===== config.mk =====
export PLATFORM = sky130hd
export DESIGN_NAME = seg7_scan_capture
export DESIGN_NICKNAME = d
export VERILOG_FILES = /design/src/rtl/seg7_scan_capture.sv
export SDC_FILE = /design/constraint.sdc
export NUM_CORES = 1
export LEC_CHECK = 0
export ABC_AREA = 1
export CORE_ASPECT_RATIO = 1.4
export CORE_MARGIN = 3
export CORE_UTILIZATION = 50
export DETAILED_ROUTE_END_ITERATION = 7
export PLACE_DENSITY_LB_ADDON = 0.2
export SLEW_MARGIN = 20
export SYNTH_ARGS = -nofsm -noshare
export SYNTH_HDL_FRONTEND = slang
export SYNTH_SLANG_ARGS = --single-unit

===== constraint.sdc =====
create_clock -name clk -period 1.9 [get_ports clk]
set_input_delay 0.19 -clock clk [delete_from_list [all_inputs] [get_ports clk]]
set_output_delay 0.19 -clock clk [all_outputs]
set_load 0.005 [all_outputs]

===== src/rtl/seg7_scan_capture.sv =====
// seg7_scan_capture: read-back receiver for a multiplexed 7-segment display.
// Waits for each scan slot to settle, decodes the segment pattern back to a
// hex code, gathers one value per digit into a frame, and hands complete
// frames to a consumer over a valid/ready handshake.
module seg7_scan_capture #(
  parameter int DIGITS = 2,
  parameter int STABLE = 4
) (
  input  logic                  clk,
  input  logic                  clr_n,
  input  logic [DIGITS-1:0]     dig_en,
  input  logic [6:0]            seg_in,
  output logic [4*DIGITS-1:0]   frame_data,
  output logic [DIGITS-1:0]     frame_err,
  output logic                  frame_valid,
  input  logic                  frame_ready,
  output logic                  overrun
);

  localparam int IW = DIGITS + 7;
  localparam int CW = (STABLE > 1) ? $clog2(STABLE) : 1;
  localparam logic [CW-1:0] CNT_TOP = CW'(STABLE - 1);

  logic [IW-1:0]       r_cur;
  logic [IW-1:0]       r_prev;
  logic [CW-1:0]       r_cnt;
  logic                r_sampled;
  logic [DIGITS-1:0]   r_captured;
  logic [4*DIGITS-1:0] r_slot_data;
  logic [DIGITS-1:0]   r_slot_err;
  logic [4*DIGITS-1:0] r_frame_data;
  logic [DIGITS-1:0]   r_frame_err;
  logic                r_frame_valid;
  logic                r_overrun;

  logic [DIGITS-1:0]   w_dig;
  logic [6:0]          w_seg;
  logic                w_change;
  logic [CW-1:0]       w_cnt_nxt;
  logic                w_sampled_eff;
  logic                w_onehot;
  logic                w_sample;
  logic [3:0]          w_code;
  logic                w_bad;
  logic [DIGITS-1:0]   w_cap_nxt;
  logic [4*DIGITS-1:0] w_slot_data_nxt;
  logic [DIGITS-1:0]   w_slot_err_nxt;
  logic                w_complete;
  logic                w_load;

  assign w_dig    = r_cur[IW-1:7];
  assign w_seg    = r_cur[6:0];
  assign w_change = (r_cur != r_prev);

  // The counter and sampled flag are evaluated on their next values so that a
  // value registered at edge N is sampled exactly STABLE edges later.
  assign w_cnt_nxt     = w_change ? '0 : ((r_cnt == CNT_TOP) ? r_cnt : r_cnt + CW'(1));
  assign w_sampled_eff = w_change ? 1'b0 : r_sampled;
  assign w_onehot      = (w_dig != '0) && ((w_dig & (w_dig - DIGITS'(1))) == '0);
  assign w_sample      = (w_cnt_nxt == CNT_TOP) && !w_sampled_eff && w_onehot;

  // Segment pattern back to hex code; anything unrecognised is flagged.
  always_comb begin
    w_code = 4'h0;
    w_bad  = 1'b0;
    case (w_seg)
      7'h7E: w_code = 4'h0;
      7'h30: w_code = 4'h1;
      7'h6D: w_code = 4'h2;
      7'h79: w_code = 4'h3;
      7'h33: w_code = 4'h4;
      7'h5B: w_code = 4'h5;
      7'h5F: w_code = 4'h6;
      7'h70: w_code = 4'h7;
      7'h7F: w_code = 4'h8;
      7'h7B: w_code = 4'h9;
      7'h77: w_code = 4'hA;
      7'h1F: w_code = 4'hB;
      7'h4E: w_code = 4'hC;
      7'h3D: w_code = 4'hD;
      7'h4F: w_code = 4'hE;
      7'h47: w_code = 4'hF;
      default: begin
        w_code = 4'h0;
        w_bad  = 1'b1;
      end
    endcase
  end

  // Merge a fresh sample into its slot; the latest sample of a digit wins.
  always_comb begin
    w_slot_data_nxt = r_slot_data;
    w_slot_err_nxt  = r_slot_err;
    for (int i = 0; i < DIGITS; i++) begin
      if (w_sample && w_dig[i]) begin
        w_slot_data_nxt[4*i +: 4] = w_code;
        w_slot_err_nxt[i]         = w_bad;
      end
    end
  end

  assign w_cap_nxt  = r_captured | (w_sample ? w_dig : '0);
  assign w_complete = w_sample && (&w_cap_nxt);
  assign w_load     = w_complete && (!r_frame_valid || frame_ready);

  // Input register and its one-cycle-old copy for change detection.
  always_ff @(posedge clk or negedge clr_n) begin
    if (!clr_n) begin
      r_cur  <= '0;
      r_prev <= '0;
    end else begin
      r_cur  <= {dig_en, seg_in};
      r_prev <= r_cur;
    end
  end

  // Stability counter and the one-sample-per-interval flag.
  always_ff @(posedge clk or negedge clr_n) begin
    if (!clr_n) begin
      r_cnt     <= '0;
      r_sampled <= 1'b0;
    end else begin
      r_cnt     <= w_cnt_nxt;
      r_sampled <= w_sample ? 1'b1 : w_sampled_eff;
    end
  end

  // Per-slot capture state; a completed frame always empties the mask.
  always_ff @(posedge clk or negedge clr_n) begin
    if (!clr_n) begin
      r_captured  <= '0;
      r_slot_data <= '0;
      r_slot_err  <= '0;
    end else begin
      r_captured  <= w_complete ? '0 : w_cap_nxt;
      r_slot_data <= w_slot_data_nxt;
      r_slot_err  <= w_slot_err_nxt;
    end
  end

  // Output frame registers, handshake and sticky overrun.
  always_ff @(posedge clk or negedge clr_n) begin
    if (!clr_n) begin
      r_frame_data  <= '0;
      r_frame_err   <= '0;
      r_frame_valid <= 1'b0;
      r_overrun     <= 1'b0;
    end else begin
      if (w_load) begin
        r_frame_data  <= w_slot_data_nxt;
        r_frame_err   <= w_slot_err_nxt;
        r_frame_valid <= 1'b1;
      end else if (r_frame_valid && frame_ready) begin
        r_frame_valid <= 1'b0;
      end
      if (w_complete && !w_load) begin
        r_overrun <= 1'b1;
      end
    end
  end

  assign frame_data  = r_frame_data;
  assign frame_err   = r_frame_err;
  assign frame_valid = r_frame_valid;
  assign overrun     = r_overrun;

endmodule


## Yosys cells after proc, flatten, opt, wreduce, memory -nomap -nowiden

Cells that the tools add are included.

| cells by class | value |
|---|---|
| bitwise gates (word level) | 2 |
| equality and inequality tests | 19 |
| reductions and logical operators | 18 |
| multiplexer cells | 14 |
| add/subtract/negate cells | 2 |

Operators with widths:

| cell | number |
|---|---|
| $eq 7x7->1 const B | 12 |
| $pmux 4 s15 | 1 |
| $eq 7x6->1 const B | 3 |
| $reduce_or 16->1 | 1 |
| $logic_and 1x1->1 | 9 |
| $ne 9x9->1 | 1 |
| $mux 2 | 4 |
| $mux 4 | 2 |
| $eq 7x5->1 const B | 1 |
| $mux 1 | 7 |
| $eq 2x2->1 const B | 2 |
| $reduce_bool 2->1 | 2 |
| $logic_not 1->1 | 3 |
| $add 2x1->2 const B | 1 |
| $and 2x2->2 | 1 |
| $logic_not 2->1 | 1 |
| $or 2x2->2 | 1 |
| $reduce_and 2->1 | 1 |
| $sub 2x1->2 const B | 1 |
| $logic_or 1x1->1 | 1 |

| word-level totals | value |
|---|---|
| output and inout bits | 12 |
| flip-flop bits (word level) | 45 |
| word-level logic and storage cells | 66 |

## Longest topological paths before layout

Gate-level depths: netlist of run 1.

| logic depth | value |
|---|---|
| word-level depth | 13 |
| gate-level depth with buffers | 13 |

## Worst setup path before layout of run 1

Ideal clock, no wire load.

| timing | value |
|---|---|
| kind | flip-flop to flip-flop |
| start point | register r_cur[2] |
| end point | register r_frame_data[0] (netlist: frame_data[0]) |
| setup time | 116 ps |
| buffers on the path | 0 |
| required time | 1784 ps |
| clock period less this slack | 1567 ps |
| slack | 333 ps |
| cell stages (with the launch flop) | 10 |
| arrival | 1450 ps |
| cell sequence | dfrtp_1 -> inv_1 -> or2_2 -> nand3_1 -> nor2_2 -> nand3_2 -> a21oi_4 -> nand3_2 -> nand2_1 -> nand2_1 |

| between the ends | value |
|---|---|
| longest elaborated chain between the ends | 10 |

Ends and longest elaborated chain:

| item | line | text |
|---|---|---|
| start: declaration | 24 | `logic [IW-1:0] r_cur;` |
| start signal: assignment | 112 | `r_cur <= {dig_en, seg_in};` |
| $ne 9x9->1 | 53 | `assign w_change = (r_cur != r_prev);` |
| $mux 2 / $mux 1 (equally long branches) | 57, 58 |  |
| $eq 2x2->1 / $logic_not 1->1 (equally long branches) | 60 | `assign w_sample = (w_cnt_nxt == CNT_TOP) && !w_sampled_eff && w_onehot;` |
| $logic_and 1x1->1 (2 in series) | 60 |  |
| $mux 2 | 102 | `assign w_cap_nxt = r_captured \| (w_sample ? w_dig : '0);` |
| $or 2x2->2 | 102 |  |
| $reduce_and 2->1 | 103 | `assign w_complete = w_sample && (&w_cap_nxt);` |
| $logic_and 1x1->1 | 103 |  |
| $logic_and 1x1->1 | 104 | `assign w_load = w_complete && (!r_frame_valid \|\| frame_ready);` |
| end signal: assignment | 150 | `r_frame_data <= w_slot_data_nxt;` |
| end: declaration | 31 | `logic [4*DIGITS-1:0] r_frame_data;` |

Parallel ways exist; a longest one is shown, timed or not.
A chain may end at the register's enable or synchronous reset.

## Final worst setup path of run 1

| timing | value |
|---|---|
| start point | register r_cur[8] |
| end point | register r_captured[1] |

| between the ends | value |
|---|---|
| longest elaborated chain between the ends | 10 |

Ends and longest elaborated chain:

| item | line | text |
|---|---|---|
| $ne 9x9->1 / $sub 2x1->2 (equally long branches) | 53, 59 |  |
| $mux 2 (tied with other cells) | 57 | `assign w_cnt_nxt = w_change ? '0 : ((r_cnt == CNT_TOP) ? r_cnt : r_cnt + CW'(1));` |
| $eq 2x2->1 (tied with other cells) | 60 |  |
| $logic_and 1x1->1, on equally long branches | 60, 59 |  |
| $logic_and 1x1->1 | 60 |  |
| $mux 2 | 102 |  |
| $or 2x2->2 | 102 |  |
| $reduce_and 2->1 | 103 |  |
| $logic_and 1x1->1 | 103 |  |
| $mux 2 (*) | 135 | `r_captured <= w_complete ? '0 : w_cap_nxt;` |
| end signal: assignment | 135 |  |
| end: declaration | 28 | `logic [DIGITS-1:0] r_captured;` |

Mark *: on every way between the ends. The rest lies on a longest branch, timed or not.

==> results of run 1 <==
-- worst max-delay path, cell delays in order (launching register included) --
cell	delay, ps
dfrtp_1	420
inv_2	70
nand2_1	60
nand3_1	60
a21oi_1	370
nand3_4	150
a21oi_4	230
nand2_4	130
buf_4	160
o21a_1	90
-- area by class of cell --
| class | instances | area [µm²] | share of cell area [%] |
|---|---|---|---|
| flip-flops and latches | 45 | 1129 | 46.16 |
| multi-input cells | 158 | 777.0 | 31.78 |
| clock buffers | 7 | 86.33 | 3.531 |
| repair buffers | 34 | 310.3 | 12.69 |
| inverters | 24 | 90.09 | 3.685 |
| well taps | 42 | 52.55 | 2.149 |
-- routing by layer --
metal	vias to the layer above	wire, µm	track usage (%)
met1	690	1634	22.21
met4	0	131	10.20
met3	11	128	4.531
met5	-	0	0
li1	782	-	-
met2	29	1959	29.54
-- power by group --
group          leakage [nW]  internal [mW]  switching, mW  total (mW)
sequential            0.583          0.978         0.0194       0.997
clock                0.0443          0.288          0.290       0.578
combinational         0.654         0.0537         0.0687       0.122
total                  1.28           1.32          0.378        1.70
-- per-stage QoR --
step | total power [mW] | setup slack (ps) | TNS, ps | instances | instance area (µm²)
after floorplan | 1.062 | 333.3 | 0 | 226 | 1946
after CTS | 1.709 | 59.16 | 0 | 305 | 2365
after global placement | 1.127 | 122.2 | 0 | 297 | 2268
final | 1.698 | 62.37 | 0 | 310 | 2445
after global routing | 1.773 | -106.9 | -895.3 | 310 | 2445
after detailed placement | 1.129 | 96.14 | 0 | 297 | 2268
-- sequential cells by signal, indices dropped and copies added, names as in the netlist, 2 cells and up --
name	flops
r_cur	9
r_prev	9
frame_data	8
r_slot_data	8
frame_err	2
r_captured	2
r_cnt	2
r_slot_err	2
-- cell usage after synthesis (2+ instances only) --
master   number  area (µm²)
nand2_1     101       379.1
dfrtp_1      45        1126
inv_1        20       75.07
nor2_1       17       63.81
nand3_1       8       40.04
nand4_1       5       31.28
inv_2         4       15.01
nor3_1        4       20.02
xnor2_1       4       35.03
a21oi_1       2       10.01
nand3_2       2       20.02
nor2_2        2       12.51
-- worst paths after layout --
check                                    from                 endpoint  cells after the start
max in group asynchronous               clr_n  r_captured[1]$_DFF_PN0_                      3
min reg2reg                r_cnt[0]$_DFF_PN0_       r_cnt[0]$_DFF_PN0_                      1
min in group clk                    seg_in[0]       r_cur[0]$_DFF_PN0_                      1
max reg2reg                r_cur[8]$_DFF_PN0_  r_captured[1]$_DFF_PN0_                      9
min                                     clr_n       r_cur[5]$_DFF_PN0_                      2
max                        r_cur[8]$_DFF_PN0_  r_captured[1]$_DFF_PN0_                      9
-- logic make-up (layout without fill, tap and decap cells) --
family / count (synthesis) / after routing / synth area share [%]
buffers and inverters: 24 / 65 / 4.630
flip-flops: 45 / 45 / 57.88
XOR/XNOR: 4 / 4 / 1.800
AND/OR/NAND/NOR: 147 / 148 / 33.31
AO/OA/AOI/OAI: 6 / 6 / 2.380
-- what timing repair did --
| action | 4_1_cts | 5_1_grt |
|---|---|---|
| endpoints found under the setup margin | 0 | 10 |
| setup buffers | 0 | 4 |
| hold buffers | 1 | 0 |
| gates resized for setup | 0 | 8 |
| endpoints found under the hold margin | 14 | 0 |
==> run summary, run 1 <==
most common flop cell mapped by yosys = dfrtp_1
Synth warnings = 0
reg2reg setup slack = 60 ps
Starting Density = 52.46%
CP Capture Type = flop
Finished Core Util = 65.92%
core area = 3709 µm²
peak supply drop = 0.5771 mV
sequential-to-total area share from yosys stat = 57.88%
relative slew slack = 57.74%
Die Area = 4686 µm²
DP HPWL = 2843 µm
final worst-path cycle share = 96.72%
Worst Skew = 3.909 ps
Syn Nets = 238
Yosys reg bits = 45
Final Slew Violations = 0
Max Cap Viol = 0
Clock Root Buffer = clkbuf_8
number of global-route vias before repair = 1490
hold violation total from the final report = 0
DIE HEIGHT = 79.81 µm
IO Pins = 24
GPL Wtd Cong = 0.8426
Vias/cell = 4.877
CTS max path bufs = 2
hold crit path type = input pin to async pin
Total Wirelength = 3854 µm
count of input and output buffers = 23
fillers = 339
Startpoint Class = flop
library cells used by synthesis = 24
PwrDens = 694.6 nW/µm²
DRC = 0
Worst-path clk slew = 70 ps
synthesized area per cell = 8.609 µm²
H-tree levels = 2
total CTS buffers = 5
Post-DRT Antenna Nets = 0
Placement Rows = 26
ys async rst share = 100.0%
number of synthesized flops with an enable pin = 0
CP arrival = 2020 ps
Leak = 1.281 nW
Slew @ Worst Pin = 631.6 ps
worst setup path category = flop to flop
achievable frequency = 544.2 MHz
Mapped Area = 1946 µm²
overall routing resource usage = 18.42%
Syn Inst Count = 226
unrepaired setup endpoints after global routing = yes
most frequent cells in the layout = nand2_1, dfrtp_1, clkdlybuf4s50_1
status = complete, no violations
global-route wire length before repair = 6465 µm
CP Max Fanout = 5
Clock Latency Late Sink = 290 ps
commonest non-fill, non-tap cell in the layout = nand2_1
via count = 1512
DR iter-0 viols = 30
Worst Path Required = 2090 ps
final setup vio count = 0
diode count = 0
Area Growth Syn to Fin = 25.66%
# nets final = 280
share of cells above drive strength 1 = 13.43%
WL per Instance = 12.43 µm
largest net degree at the start of global routing = 18
Min Hold Slack = 323.8 ps
initial antenna violation count = 0
CTS sink cnt = 45
min cycle time layout = 1838 ps
GRT overflow = 0
Horiz. Die Dim = 58.72 µm
CTS tree = yes
drt first pass iters = 4
No activity file was read; power rests on OpenSTA's default activity.
==> run 2: changes to the inputs <==
- CAP_MARGIN: unset -> 20
- CORE_ASPECT_RATIO: 1.4 -> 0.75
- HOLD_SLACK_MARGIN: unset -> 0.15
==> run 2 against run 1 <==
Compared with the run above:
- die area hardly changed
- critical endpoint is now frame_err[1]$_DFFE_PN0P_
- clock skew increased by 1.3 ps
- sequential power barely moved
- non-clock buffer count stayed put
- setup slack better by 35 ps
- utilization increased by 4.0 points
==> run summary, run 2 (synthesis gave the netlist of run 1 again) <==
relative slew slack = 56.80% (-0.94 points)
Startpoint Class = flop
Regs by FF count = r_cur (9), r_prev (9)
WL per Instance = 12.11 µm (-2.6%)
DP HPWL = 2673 µm (-6.0%)
GRT overflow = 0 (unchanged)
hold crit path type = input pin to flop
GR Layer Usage met3 = 4.518% (-0.013 points)
fillers = 286 (-16%)
final worst-path cycle share = 94.86% (-1.9 points)
met1 Usage GRT = 25.05% (+2.8 points)
grt peak-use layer = met2
Leak = 1.283 nW (+0.12%)
DR iter-0 viols = 104 (+250%)
count of input and output buffers = 23 (unchanged)
DRC = 0 (unchanged)
Final Slew Violations = 0 (unchanged)
Post-DRT Antenna Nets = 0 (unchanged)
Finished Core Util = 69.94% (+4.0 points)
global-route wire length before repair = 6527 µm (+0.96%)
Die Area = 4683 µm² (about the same)
Area Growth Syn to Fin = 26.30%
CTS max path bufs = 2 (unchanged)
overall routing resource usage = 18.25% (-0.17 points)
Worst Path Required = 2130 ps (+40 ps)
diode count = 0 (unchanged)
GPL Wtd Cong = 0.9394 (+11%)
initial antenna violation count = 0 (unchanged)
IO Pins = 24 (unchanged)
worst setup path category = flop to flop
Placement Rows = 18 (-31%)
worst r2r src = r_cur[7]$_DFF_PN0_
reg2reg setup slack = 100 ps (+40 ps)
Vias/cell = 4.868 (-0.19%)
CP Capture Type = flop
share of cells above drive strength 1 = 14.87% (+1.4 points)
reg2reg path depth = 11 (+2)
met2 usage in global routing = 28.54% (-1.0 points)
Slew @ Worst Pin = 645.6 ps (+14.01 ps)
DIE HEIGHT = 60.02 µm (-25%)
Starting Density = 55.38% (+2.9 points)
CP Max Fanout = 5 (unchanged)
Hold Path Origin = seg_in[1]
commonest non-fill, non-tap cell in the layout = nand2_1
peak supply drop = 0.5400 mV (-6.4%)
PwrDens = 681.0 nW/µm² (-2.0%)
final setup vio count = 0 (unchanged)
drt first pass iters = 4 (unchanged)
Total Wirelength = 3863 µm (+0.23%)
H-tree levels = 2 (unchanged)
# nets final = 280 (unchanged)
via count = 1553 (+2.7%)
CP arrival = 2030 ps (about the same)
Max Cap Viol = 0 (unchanged)
min cycle time layout = 1802 ps (-35.23 ps)
largest net degree at the start of global routing = 46 (+28)
CTS tree = yes
Clock Root Buffer = clkbuf_8
Worst Skew = 5.213 ps (+1.304 ps)
Clock Latency Late Sink = 290 ps (about the same)
core area = 3513 µm² (-5.3%)
CTS sink cnt = 45 (unchanged)
Tot Pwr = 1.673 mW (-1.5%)
Horiz. Die Dim = 78.03 µm (+33%)
Reg-to-Reg End = frame_err[1]$_DFFE_PN0P_
hold violation total from the final report = 0 (unchanged)
status = complete, no violations
most frequent cells in the layout = nand2_1, dfrtp_1, clkdlybuf4s50_1
achievable frequency = 554.8 MHz (+2.0%)
total CTS buffers = 5 (unchanged)
number of global-route vias before repair = 1442 (-3.2%)
Worst Hold Path EP = r_cur[1]$_DFF_PN0_
Worst-path clk slew = 80 ps (about the same)
hold path depth = 1
run 2: changes by cell type in the layout (fill, tap and decap cells not counted), sizes merged:
cell and delta:
clkbuf +1
run 2: final cells by class:
type / instances / area, µm² / area share (%)
Sequential cell: 45 / 1127 / 45.88
Inverter: 24 / 90.09 / 3.666
Clock buffer: 8 / 80.08 / 3.259
Tap cell: 50 / 62.56 / 2.546
Multi-Input combinational cell: 158 / 787.0 / 32.03
Timing Repair Buffer: 34 / 310.3 / 12.63
run 2: how the worst max path moves through the flow:
stage	start	end	slack [ps]	depth (start not counted)
after floorplan	r_cur[2]$_DFF_PN0_	frame_data[0]$_DFFE_PN0P_	330	9
after global placement	r_cur[8]$_DFF_PN0_	frame_data[4]$_DFFE_PN0P_	160	9
after detailed placement	r_cur[8]$_DFF_PN0_	frame_err[1]$_DFFE_PN0P_	60	11
after CTS	r_cur[8]$_DFF_PN0_	frame_err[1]$_DFFE_PN0P_	30	11
after global routing	r_cur[7]$_DFF_PN0_	frame_err[1]$_DFFE_PN0P_	-40	11
final	r_cur[7]$_DFF_PN0_	frame_err[1]$_DFFE_PN0P_	100	11
run 2: repair_timing:
action	4_1_cts	5_1_grt
resized for setup	0	12
endpoints found under the setup margin	0	10
setup buffers	0	5
hold buffers	1	0
endpoints found under the hold margin	45	0
run 2: stage by stage:
stage                     instances  hold WS (ps)  TNS, ps  worst slack (ps)  area (µm²)
final                           319         332.6        0             97.59        2457
after global routing            319         319.9   -364.7            -44.26        2457
after CTS                       313         321.2        0             27.05        2361
after detailed placement        304         301.4        0             63.14        2271
after global placement          304         303.6        0             157.3        2271
after floorplan                 226        -105.6        0             333.3        1946
run 2: power by group:
group,internal [mW],switching (mW)
Sequential,0.978,0.0180
Clock,0.261,0.291
Combinational,0.0540,0.0710
run 2: per-layer routing:
metal / share of wire (%) / up-vias
li1: - / 780
met1: 50 / 719
met2: 44 / 48
met3: 5.2 / 6
met4: 1.0 / 0
met5: 0 / -
run 2: worst max-delay path, cell delays in order, from the launching register on:
cell	delay (ps)
dfrtp_2	450
nand2_1	80
nand2_1	50
nor2_1	120
nand2_1	100
nor2_4	180
nand3_4	110
a21oi_4	210
nand2_4	130
nor2_8	160
nand2_1	60
nand2_1	70
==> run 3: changes to the inputs <==
- ABC_AREA: 1 -> 0
==> run 3 against run 2 <==
Compared with the run above:
- the run now ends with negative setup slack left
- power grew 17%
- largest power group unchanged
- largest cell class unchanged
- hold slack lost 8.9 ps
- critical endpoint is now frame_data[6]$_DFFE_PN0P_
- clock skew grew 0.58 ps
==> run summary, run 3 <==
Sequential Power Share = 51.0% (-8.5 points)
Startpoint Class = flop
Max stage delay on crit path = 430 ps (-20 ps)
DIE HEIGHT = 62.98 µm (+4.9%)
# nets final = 251 (-10%)
Clock Latency Late Sink = 300 ps (about the same)
Synth area leader = dfrtp_1
Area Growth Syn to Fin = 33.76%
GRT overflow = 0 (unchanged)
H-tree levels = 2 (unchanged)
core area = 4104 µm² (+17%)
slowest CP cell = dfrtp_1
Hold Path Origin = seg_in[4]
Vias/cell = 5.403 (+11%)
hold violation total from the final report = 0 (unchanged)
CP arrival = 2230 ps (+200 ps)
status = complete, but fails checks
via count = 1594 (+2.6%)
IO Pins = 24 (unchanged)
most frequent cells in the layout = dfrtp_1, buf_4, clkdlybuf4s50_1
most common cell in the synthesized netlist = dfrtp_1
global-route wire length before repair = 8114 µm (+24%)
share of cells above drive strength 1 = 33.75% (+19 points)
final setup vio count = 11 (+11)
Worst Skew = 5.788 ps (+0.5752 ps)
CP bufs+invs = 1 (+1)
Worst Path Required = 2090 ps (-40 ps)
drt first pass iters = 4 (unchanged)
commonest non-fill, non-tap cell in the layout = dfrtp_1
Leak = 1.316 nW (+2.6%)
Worst Hold Path EP = r_cur[4]$_DFF_PN0_
Synth warnings = 0 (unchanged)
switching share of power = 22.47% (-0.26 points)
synthesized area per cell = 11.83 µm² (+37%)
CTS tree = yes
unrepaired setup endpoints after global routing = yes
Syn Nets = 195 (-18%)
CTS max path bufs = 2 (unchanged)
reg2reg setup slack = -140 ps (-240 ps)
Max Cap Viol = 0 (unchanged)
initial antenna violation count = 0 (unchanged)
hold path depth = 1 (unchanged)
Finished Core Util = 70.55% (+0.61 points)
worst r2r src = r_prev[6]$_DFF_PN0_
peak supply drop = 0.4753 mV (-12%)
largest net degree at the start of global routing = 46 (unchanged)
Final WS setup = -139.4 ps (-237.0 ps)
clock power share = 38.0% (+5.0 points)
Mapped Area = 2165 µm² (+11%)
hold crit path type = input pin to flop
largest cells by area after synthesis = dfrtp_1, mux2_4, mux2_2, mux2i_1, nand2b_1
Regs by FF count = r_cur (9), r_prev (9)
relative slew slack = 62.62% (+5.8 points)
number of synthesized flops with an enable pin = 0 (unchanged)
CP Capture Type = flop
Psw = 0.4388 mW (+15%)
library cells used by synthesis = 45 (+88%)
post-synth top area share = 52.02% (-5.9 points)
PwrDens = 674.7 nW/µm² (-0.93%)
cell-internal power = 1.515 mW (+17%)
Non-Filler Instances = 295 (-7.5%)
Clock Root Buffer = clkbuf_8
Worst-path clk slew = 80 ps (about the same)
DR iter-0 viols = 107 (+2.9%)
GPL Wtd Cong = 0.8698 (-7.4%)
worst setup path category = flop to flop
achievable frequency = 490.3 MHz (-12%)
delay-heaviest family, CP = multiplexers
Horiz. Die Dim = 81.98 µm (+5.1%)
Yosys reg bits = 45 (unchanged)
Placement Rows = 20 (+2)
min cycle time layout = 2039 ps (+237.0 ps)
final worst-path cycle share = 107.3% (+12 points)
DRC = 0 (unchanged)
Die Area = 5163 µm² (+10%)
total CTS buffers = 5 (unchanged)
DP HPWL = 3325 µm (+24%)
count of input and output buffers = 23 (unchanged)
Placed Instances = 277 (-8.9%)
Cell Chain, Critical Path = xnor2_4 -> nand3_2 -> nor4_4 -> buf_4 -> nand3_4 -> mux2_4 -> mux2_4
reg2reg path depth = 7 (-4)
overall routing resource usage = 21.01% (+2.8 points)
number of global-route vias before repair = 1656 (+15%)
CTS sink cnt = 45 (unchanged)
Starting Density = 52.74% (-2.6 points)
Commonest cells post-synth = dfrtp_1, inv_1
CP Max Fanout = 5 (unchanged)
most common flop cell mapped by yosys = dfrtp_1
Syn Inst Count = 183 (-19%)
Final Slew Violations = 0 (unchanged)
sequential-to-total area share from yosys stat = 52.02% (-5.9 points)
ys async rst share = 100.0% (unchanged)
Slew @ Worst Pin = 560.6 ps (-85.01 ps)
Comb power frac = 11.0% (+3.5 points)
Total Wirelength = 4715 µm (+22%)
Most Frequent Cell on Critical Path = mux2_4
Reg-to-Reg End = frame_data[6]$_DFFE_PN0P_
diode count = 0 (unchanged)
Post-DRT Antenna Nets = 0 (unchanged)
failing checks = negative setup slack
WL per Instance = 15.98 µm (+32%)
run 3: changes by cell type in the layout (fill, tap and decap cells not counted), sizes merged, moves of 5 or more:
cell    previous run  this run
nand3             10         5
nor2              22         4
mux2               0        14
nand2            103         8
inv               24        10
o21ai              1         6
a21oi              3         8
mux2i              0         6
buf               11        40
nand2b             0         8
run 3: final cells by class:
cell class              instances  area [µm²]
well taps                      55       68.82
multi-input cells             114       972.2
clock buffers                   7       86.33
fillers                       299        1209
repair buffers                 63       570.5
clock inverters                 1       30.03
inverters                      10       37.54
flip-flops and latches         45        1130
run 3: kinds of logic after synthesis:
group                     count (synthesis)  share of synthesized area, %
buffers and inverters                    24                         5.202
and+or+nand+nor                          50                         15.55
AOI/OAI and AO/OA                        33                         10.12
muxes                                    20                         11.45
DFF                                      45                         52.02
xor gates and xnor gates                 11                         5.665
run 3: worst max path at each step:
stage,cells past startpoint,to,from,slack [ps]
after floorplan,7,frame_data[4]$_DFFE_PN0P_,r_cur[6]$_DFF_PN0_,-210
after global placement,7,frame_data[4]$_DFFE_PN0P_,r_prev[6]$_DFF_PN0_,-120
after detailed placement,7,frame_data[1]$_DFFE_PN0P_,r_cur[6]$_DFF_PN0_,-200
after CTS,7,frame_data[6]$_DFFE_PN0P_,r_prev[6]$_DFF_PN0_,-150
after global routing,7,frame_data[6]$_DFFE_PN0P_,r_prev[6]$_DFF_PN0_,-220
final,7,frame_data[6]$_DFFE_PN0P_,r_prev[6]$_DFF_PN0_,-140
run 3: what timing repair did:
| item | CTS | global route |
|---|---|---|
| pin swaps | 7 | 7 |
| hold endpoints to repair | 45 | 0 |
| setup endpoints to repair | 12 | 16 |
| cloned | 0 | 0 |
| hold buffers | 1 | 0 |
| setup buffers | 6 | 4 |
| resized for setup | 17 | 10 |
run 3: stage by stage:
| step | TNS (ps) | instance area, µm² | hold WS [ps] | setup WS [ps] | total power, mW |
|---|---|---|---|---|---|
| after floorplan | -1960 | 2165 | -105.6 | -212.3 | 1.111 |
| after global placement | -849.7 | 2621 | 288.9 | -117.4 | 1.197 |
| after CTS | -1227 | 2835 | 315.7 | -151.1 | 1.960 |
| after detailed placement | -1731 | 2621 | 307.1 | -204.6 | 1.206 |
| after global routing | -2234 | 2895 | 311.1 | -223.5 | 2.033 |
| final | -1182 | 2895 | 323.7 | -139.4 | 1.953 |
run 3: power by group through the flow:
| stage | clock network (mW) | registers (mW) | logic, mW |
|---|---|---|---|
| after global placement | 0 | 1.01 | 0.185 |
| after global routing | 0.799 | 0.999 | 0.235 |
| after CTS | 0.759 | 0.995 | 0.206 |
| final | 0.742 | 0.996 | 0.216 |
| after floorplan | 0 | 1.01 | 0.104 |
| after detailed placement | 0 | 1.01 | 0.192 |
run 3: metal layers:
layer  share of wire [%]  global-route usage [%]  up-vias  wire [µm]
met4                0.87                   4.149        0         41
met1                  44                   28.99      784       2094
met3                 5.6                   6.484        6        263
met5                   0                       0        -          0
met2                  49                   32.76       50       2316
li1                    -                       -      754          -
run 3: worst reg2reg max path, stage by stage, from the launching register on:
cell and delay (ps):
dfrtp_1 430, xnor2_4 190, nand3_2 110, nor4_4 280, buf_4 190, nand3_4 130
mux2_4 340, mux2_4 250
